**src/rtl/fir_mac_core.sv**
```systemverilog
// fir_mac_core: serial multiply-accumulate signed FIR filter core.
// One sample is accepted in IDLE, TAPS products are accumulated one per
// clock in MAC, and the result is offered in OUT until the consumer takes it.
// The coefficient bank powers up as a passthrough and is writable only in IDLE.
module fir_mac_core #(
   parameter int DATA_W = 8,
   parameter int COEF_W = 8,
   parameter int TAPS   = 4,
   parameter int AW     = 2,
   parameter int ACC_W  = 18
) (
   input  logic              clk,
   input  logic              reset,
   input  logic [DATA_W-1:0] in_data,
   input  logic              in_valid,
   output logic              in_ready,
   input  logic              coef_wr,
   input  logic [AW-1:0]     coef_addr,
   input  logic [COEF_W-1:0] coef_data,
   output logic [ACC_W-1:0]  out_data,
   output logic              out_valid,
   input  logic              out_ready,
   output logic              busy
);

   localparam int PW = DATA_W + COEF_W;

   typedef enum logic [1:0] {
      IDLE = 2'd0,
      MAC  = 2'd1,
      OUT  = 2'd2
   } state_t;

   state_t state;
   state_t state_nxt;

   logic [DATA_W-1:0]        x_line [TAPS];
   logic [COEF_W-1:0]        coef   [TAPS];
   logic signed [ACC_W-1:0]  acc;
   logic signed [ACC_W-1:0]  acc_sum;
   logic [AW-1:0]            tap_idx;
   logic signed [PW-1:0]     x_ext;
   logic signed [PW-1:0]     c_ext;
   logic signed [PW-1:0]     prod;
   logic signed [ACC_W-1:0]  prod_ext;
   logic                     accept;
   logic                     last_tap;
   logic                     coef_hit;

   assign accept   = (state == IDLE) && in_valid;
   assign last_tap = (tap_idx == AW'(TAPS - 1));
   assign coef_hit = coef_wr && (state == IDLE) && ({1'b0, coef_addr} < (AW+1)'(TAPS));

   assign x_ext    = PW'($signed(x_line[tap_idx]));
   assign c_ext    = PW'($signed(coef[tap_idx]));
   assign prod     = x_ext * c_ext;
   assign prod_ext = ACC_W'(prod);
   assign acc_sum  = acc + prod_ext;

   // State register; reset drops straight back to IDLE so out_valid falls at once.
   always_ff @(posedge clk or posedge reset) begin
      if (reset) begin
         state <= IDLE;
      end else begin
         state <= state_nxt;
      end
   end

   // Next-state decode and handshake outputs derived purely from the current state.
   always_comb begin
      state_nxt = state;
      in_ready  = 1'b0;
      out_valid = 1'b0;
      busy      = 1'b0;
      unique case (state)
         IDLE: begin
            in_ready = 1'b1;
            if (accept) state_nxt = MAC;
         end
         MAC: begin
            busy = 1'b1;
            if (last_tap) state_nxt = OUT;
         end
         OUT: begin
            busy      = 1'b1;
            out_valid = 1'b1;
            if (out_ready) state_nxt = IDLE;
         end
         default: state_nxt = IDLE;
      endcase
   end

   // Coefficient bank: passthrough after reset, updates only land while idle.
   always_ff @(posedge clk or posedge reset) begin
      if (reset) begin
         for (int k = 0; k < TAPS; k++) begin
            coef[k] <= (k == 0) ? COEF_W'(1) : '0;
         end
      end else if (coef_hit) begin
         coef[coef_addr] <= coef_data;
      end
   end

   // Delay line shift on acceptance, then one multiply-accumulate per MAC cycle.
   always_ff @(posedge clk or posedge reset) begin
      if (reset) begin
         for (int k = 0; k < TAPS; k++) begin
            x_line[k] <= '0;
         end
         acc      <= '0;
         tap_idx  <= '0;
         out_data <= '0;
      end else begin
         unique case (state)
            IDLE: begin
               if (accept) begin
                  for (int k = TAPS - 1; k > 0; k--) begin
                     x_line[k] <= x_line[k-1];
                  end
                  x_line[0] <= in_data;
                  acc       <= '0;
                  tap_idx   <= '0;
               end
            end
            MAC: begin
               acc     <= acc_sum;
               tap_idx <= tap_idx + AW'(1);
               if (last_tap) out_data <= acc_sum;
            end
            default: begin
            end
         endcase
      end
   end

endmodule
```
**config.mk**
```make
export PLATFORM = sky130hd
export DESIGN_NAME = fir_mac_core
export DESIGN_NICKNAME = d
export VERILOG_FILES = /design/src/rtl/fir_mac_core.sv
export SDC_FILE = /design/constraint.sdc
export NUM_CORES = 1
export LEC_CHECK = 0
export ABC_AREA = 0
export CAP_MARGIN = 5
export CORE_MARGIN = 8
export CORE_UTILIZATION = 29
export CTS_BUF_LIST = sky130_fd_sc_hd__clkbuf_4 sky130_fd_sc_hd__clkbuf_8
export CTS_CLUSTER_SIZE = 12
export DETAILED_ROUTE_END_ITERATION = 6
export PLACE_DENSITY = 0.47
export SLEW_MARGIN = 25
export SYNTH_ARGS = -nofsm -noshare
export SYNTH_HDL_FRONTEND = slang
export SYNTH_SLANG_ARGS = --single-unit
```
**constraint.sdc**
```tcl
create_clock -name clk -period 6.9 [get_ports clk]
set_input_delay 1.38 -clock clk [delete_from_list [all_inputs] [get_ports clk]]
set_output_delay 1.38 -clock clk [all_outputs]
set_load 0.01 [all_outputs]
```
==> results of run 1 <==
## cell families (layout without fill, tap and decap cells)
family,count (synthesis),count (layout),synth area share
adders and majority gates,126,126,0.2877
AOI/OAI and AO/OA,61,61,0.06117
DFF,104,104,0.3440
buffers and inverters,108,158,0.05422
xor gates and xnor gates,16,16,0.01852
muxes,93,93,0.1604
and+or+nand+nor,110,110,0.07406
## worst min path at each step
stage / start / to / slack (ps) / cells past startpoint
final: out_data[5] / out_data[5] / 490 / 2
after global routing: x_line[2] / x_line[2] / 530 / 1
after CTS: out_data[5] / out_data[5] / 500 / 2
after detailed placement: out_data[5] / out_data[5] / 480 / 2
after global placement: out_data[6] / out_data[6] / 460 / 2
after floorplan: acc[5] / acc[5] / 450 / 2
## synthesized netlist by cell type, drive strengths merged (8+ instances only)
master / instances
ha: 46
xnor2: 14
mux4: 15
mux2: 76
dfrtp: 103
nor2: 13
fa: 80
nand2: 38
a21oi: 9
o21ai: 15
buf: 8
inv: 93
and2: 41
a22o: 11
## layer usage
| metal | vias up | global-route usage | routed length [um] |
|---|---|---|---|
| met5 | - | 0 | 0 |
| met1 | 2313 | 0.1461 | 7571 |
| met2 | 82 | 0.1856 | 7707 |
| li1 | 2139 | - | - |
| met4 | 0 | 0.03473 | 260 |
| met3 | 18 | 0.02319 | 793 |
## tightest hold or removal path, delay by kind of cell, from the launching register on
kind             cells  cell delay (ps)
AO/OA/AOI/OAI        1               60
flip-flops           1              360
AND/OR/NAND/NOR      1               50
## sequential cells by signal, summed over array words and instances (netlist names)
name      flops
acc          18
coef         32
out_data     18
state         2
tap_idx       2
x_line       32
## cell type report
| cell class | instances | share of cell area |
|---|---|---|
| multi-input combinational | 406 | 0.5288 |
| inverter | 93 | 0.04082 |
| clock inverter | 6 | 0.009006 |
| timing repair buffer | 49 | 0.05520 |
| clock buffer | 10 | 0.01525 |
| sequential | 104 | 0.3023 |
| tap | 335 | 0.04866 |
## metrics by stage
step | worst slack [ps] | cell area (um2) | std cells | utilization | hold slack [ps]
6_report | 727.4 | 8613 | 1003 | 0.3334 | 494.2
5_1_grt | 259.7 | 8613 | 1003 | 0.3334 | 532.5
4_1_cts | 600.7 | 8613 | 1003 | 0.3334 | 504.0
3_5_place_dp | 636.7 | 8404 | 987 | 0.3253 | 478.5
3_3_place_gp | 753.1 | 8404 | 987 | 0.3253 | 464.4
2_1_floorplan | 1150 | 7569 | 618 | - | 449.8
==> impl_table.tex, run 1 <==
\begin{tabular}{lr}
\hline
Metric & Value \\
\hline
\multicolumn{2}{l}{\textbf{GRT}} \\
\quad GRT Total Usage & 0.1125 \\
\quad Largest net degree at the start of global routing & 54 \\
\quad Wire length of the first global-routing pass & 27900 um \\
\quad Via count of the first global-routing pass & 5201 \\
\quad Congestion Overflow GR & 0 \\
\quad Number of antenna violations at the first check in global routing & 0 \\
\multicolumn{2}{l}{\textbf{Layout}} \\
\quad Ratio of cells with drive above 1 in the final layout & 0.1856 \\
\quad Number of filler cells placed in the layout & 2570 \\
\quad Ant. Diodes & 0 \\
\quad Net count reported at finish & 812 \\
\quad Top library cells by usage in the layout, fill and taps aside & dfrtp\_1, inv\_1, fa\_1 \\
\quad Area of all sequential standard cells & 0.002604 mm2 \\
\quad Area of the multi-input gates & 0.004554 mm2 \\
\quad Most common cell after layout, fill and taps aside & dfrtp\_1 \\
\quad Relative area change from synthesis to final layout & 13.80\% \\
\multicolumn{2}{l}{\textbf{Route}} \\
\quad Final antenna-violating net count & 0 \\
\quad Number of violations reported at the end of detailed-routing iteration 0 & 214 \\
\quad Number of vias in the routed layout & 4552 \\
\quad Average wire length per cell after detail routing & 16.28 um \\
\quad Final routed DRC violation total & 0 \\
\quad Average vias per placed instance & 4.538 \\
\quad Length of the first detailed-routing pass in iterations & 4 \\
\quad Final routed wirelength across all metal layers & 16330 um \\
\multicolumn{2}{l}{\textbf{Logic synthesis}} \\
\quad Yosys warning total & 0 \\
\quad Most common flop cell mapped by yosys & dfrtp\_1 \\
\quad Cell type with the largest total area after synthesis & dfrtp\_1 \\
\quad Post-Synthesis Cells & 618 \\
\quad Top cells by area, synth & dfrtp\_1, fa\_1, mux2\_2 \\
\quad FF+latch count, synth & 104 \\
\quad Cell area after synthesis & 0.007569 mm2 \\
\quad Number of flops mapped to enable cells by yosys & 0 \\
\quad Count of different cell masters after synthesis & 46 \\
\quad Share of Yosys cell area claimed by the top area cell type & 0.3406 \\
\quad Net Count, Synth & 767 \\
\quad FFs w/ async S/R, synth & 1.000 \\
\quad Synthesized area divided by synthesized cell count & 12.25 um2 \\
\quad Portion of the post-synthesis area used by sequential elements & 0.3440 \\
\multicolumn{2}{l}{\textbf{Critical path}} \\
\quad Arrival @ worst endpoint & 6450 ps \\
\quad Buffers \& Inverters on Critical Path & 2 \\
\quad Ordered cell list for the critical path & mux4\_2 -> and2\_1 -> inv\_1 -> fa\_1 -> inv\_1 -> fa\_1 -> fa\_1 -> fa\_1 -> fa\_1 -> ha\_1 -> a2111o\_1 -> a21oi\_2 -> o21bai\_1 -> a21oi\_2 -> xnor2\_1 -> mux2\_2 \\
\quad Cell mode on critical path & fa\_1 \\
\quad Maximum fanout along the worst path & 12 \\
\quad Register-to-register setup slack & 730 ps \\
\quad Worst flop-to-flop path endpoint & out\_data[15] \\
\quad R2R depth & 16 \\
\quad Critical path startpoint category & flip-flop \\
\quad Kind of end point of the critical path & flip-flop \\
\quad Category of cells accounting for the largest share of critical-path delay & adder cells \\
\quad Start of the worst register-to-register path & tap\_idx[0] \\
\quad Setup Crit Path Kind & reg2reg \\
\quad Path length in cells of the critical path & 16 \\
\quad Launching instance or port of the critical path & tap\_idx[0] \\
\quad Destination of the critical timing path & out\_data[15] \\
\quad Required time of the critical path & 7180 ps \\
\quad Cell type of the slowest stage on the worst timing path & dfrtp\_1 \\
\quad Maximum single-stage delay on the critical path & 760 ps \\
\multicolumn{2}{l}{\textbf{Clocking}} \\
\quad Clock tree from TritonCTS & built \\
\quad CTS Buf Count & 9 \\
\quad Root Driver & clkbuf\_8 \\
\quad Clock Latency Late Sink & 400 ps \\
\quad Hold Buf Count CTS & 0 \\
\quad Clock Path Buffers & 2 \\
\quad Count of buffers added by post-CTS timing repair for setup & 0 \\
\quad Htree depth & 3 \\
\quad Clock slew at reported path FFs & 110 ps \\
\quad Quantity of gates resized following cts & 0 \\
\quad CTS Sinks & 104 \\
\multicolumn{2}{l}{\textbf{Floorplan}} \\
\quad Initial Utilization & 0.2929 \\
\quad Num ports & 44 \\
\quad Floorplan die height & 177.6 um \\
\quad Area of the die & 0.03152 mm2 \\
\quad Die boundary width & 177.6 um \\
\quad Row count & 59 \\
\quad Area inside the core boundary & 0.02584 mm2 \\
\multicolumn{2}{l}{\textbf{Placed design}} \\
\quad Port Buf Inserts & 43 \\
\quad Post-detail-place hpwl & 12710 um \\
\quad Global placer's final weighted congestion & 0.7826 \\
\multicolumn{2}{l}{\textbf{STA}} \\
\quad Total negative slack & 0 ps \\
\quad Final critical delay including setup and external delays & 6173 ps \\
\quad Hold violation total from the final report & 0 \\
\quad Transition at the pin with the smallest max-transition slack & 871.4 ps \\
\quad Unrepaired setup endpoints after global routing & false \\
\quad Final period util & 0.8946 \\
\quad Endpoints failing setup & 0 \\
\quad Setup clock skew after layout & 21.32 ps \\
\quad Total count of max-transition violations in the final report & 0 \\
\quad Fmax & 162.0 MHz \\
\quad Worst rel slew slack & 0.4191 \\
\multicolumn{2}{l}{\textbf{Outcome}} \\
\quad Result of the run & finished, final reports clean \\
\multicolumn{2}{l}{\textbf{Hold path}} \\
\quad Hold Crit Class & reg2reg \\
\multicolumn{2}{l}{\textbf{Job}} \\
\quad Max-cap violation count & 0 \\
\hline
\end{tabular}
Power of run 1 is not shown: default switching activity piles up to over one toggle a cycle in this logic, so the estimate is an artifact.
==> run 2, diff against run 1 <==
- ABC_CLOCK_PERIOD_IN_PS: unset -> 6900
- SKIP_LAST_GASP: unset -> 1
==> results of run 2 <==
Final layout, timing and power as in run 1 (identical DEF).
Power of run 2 is left out for the same reason.
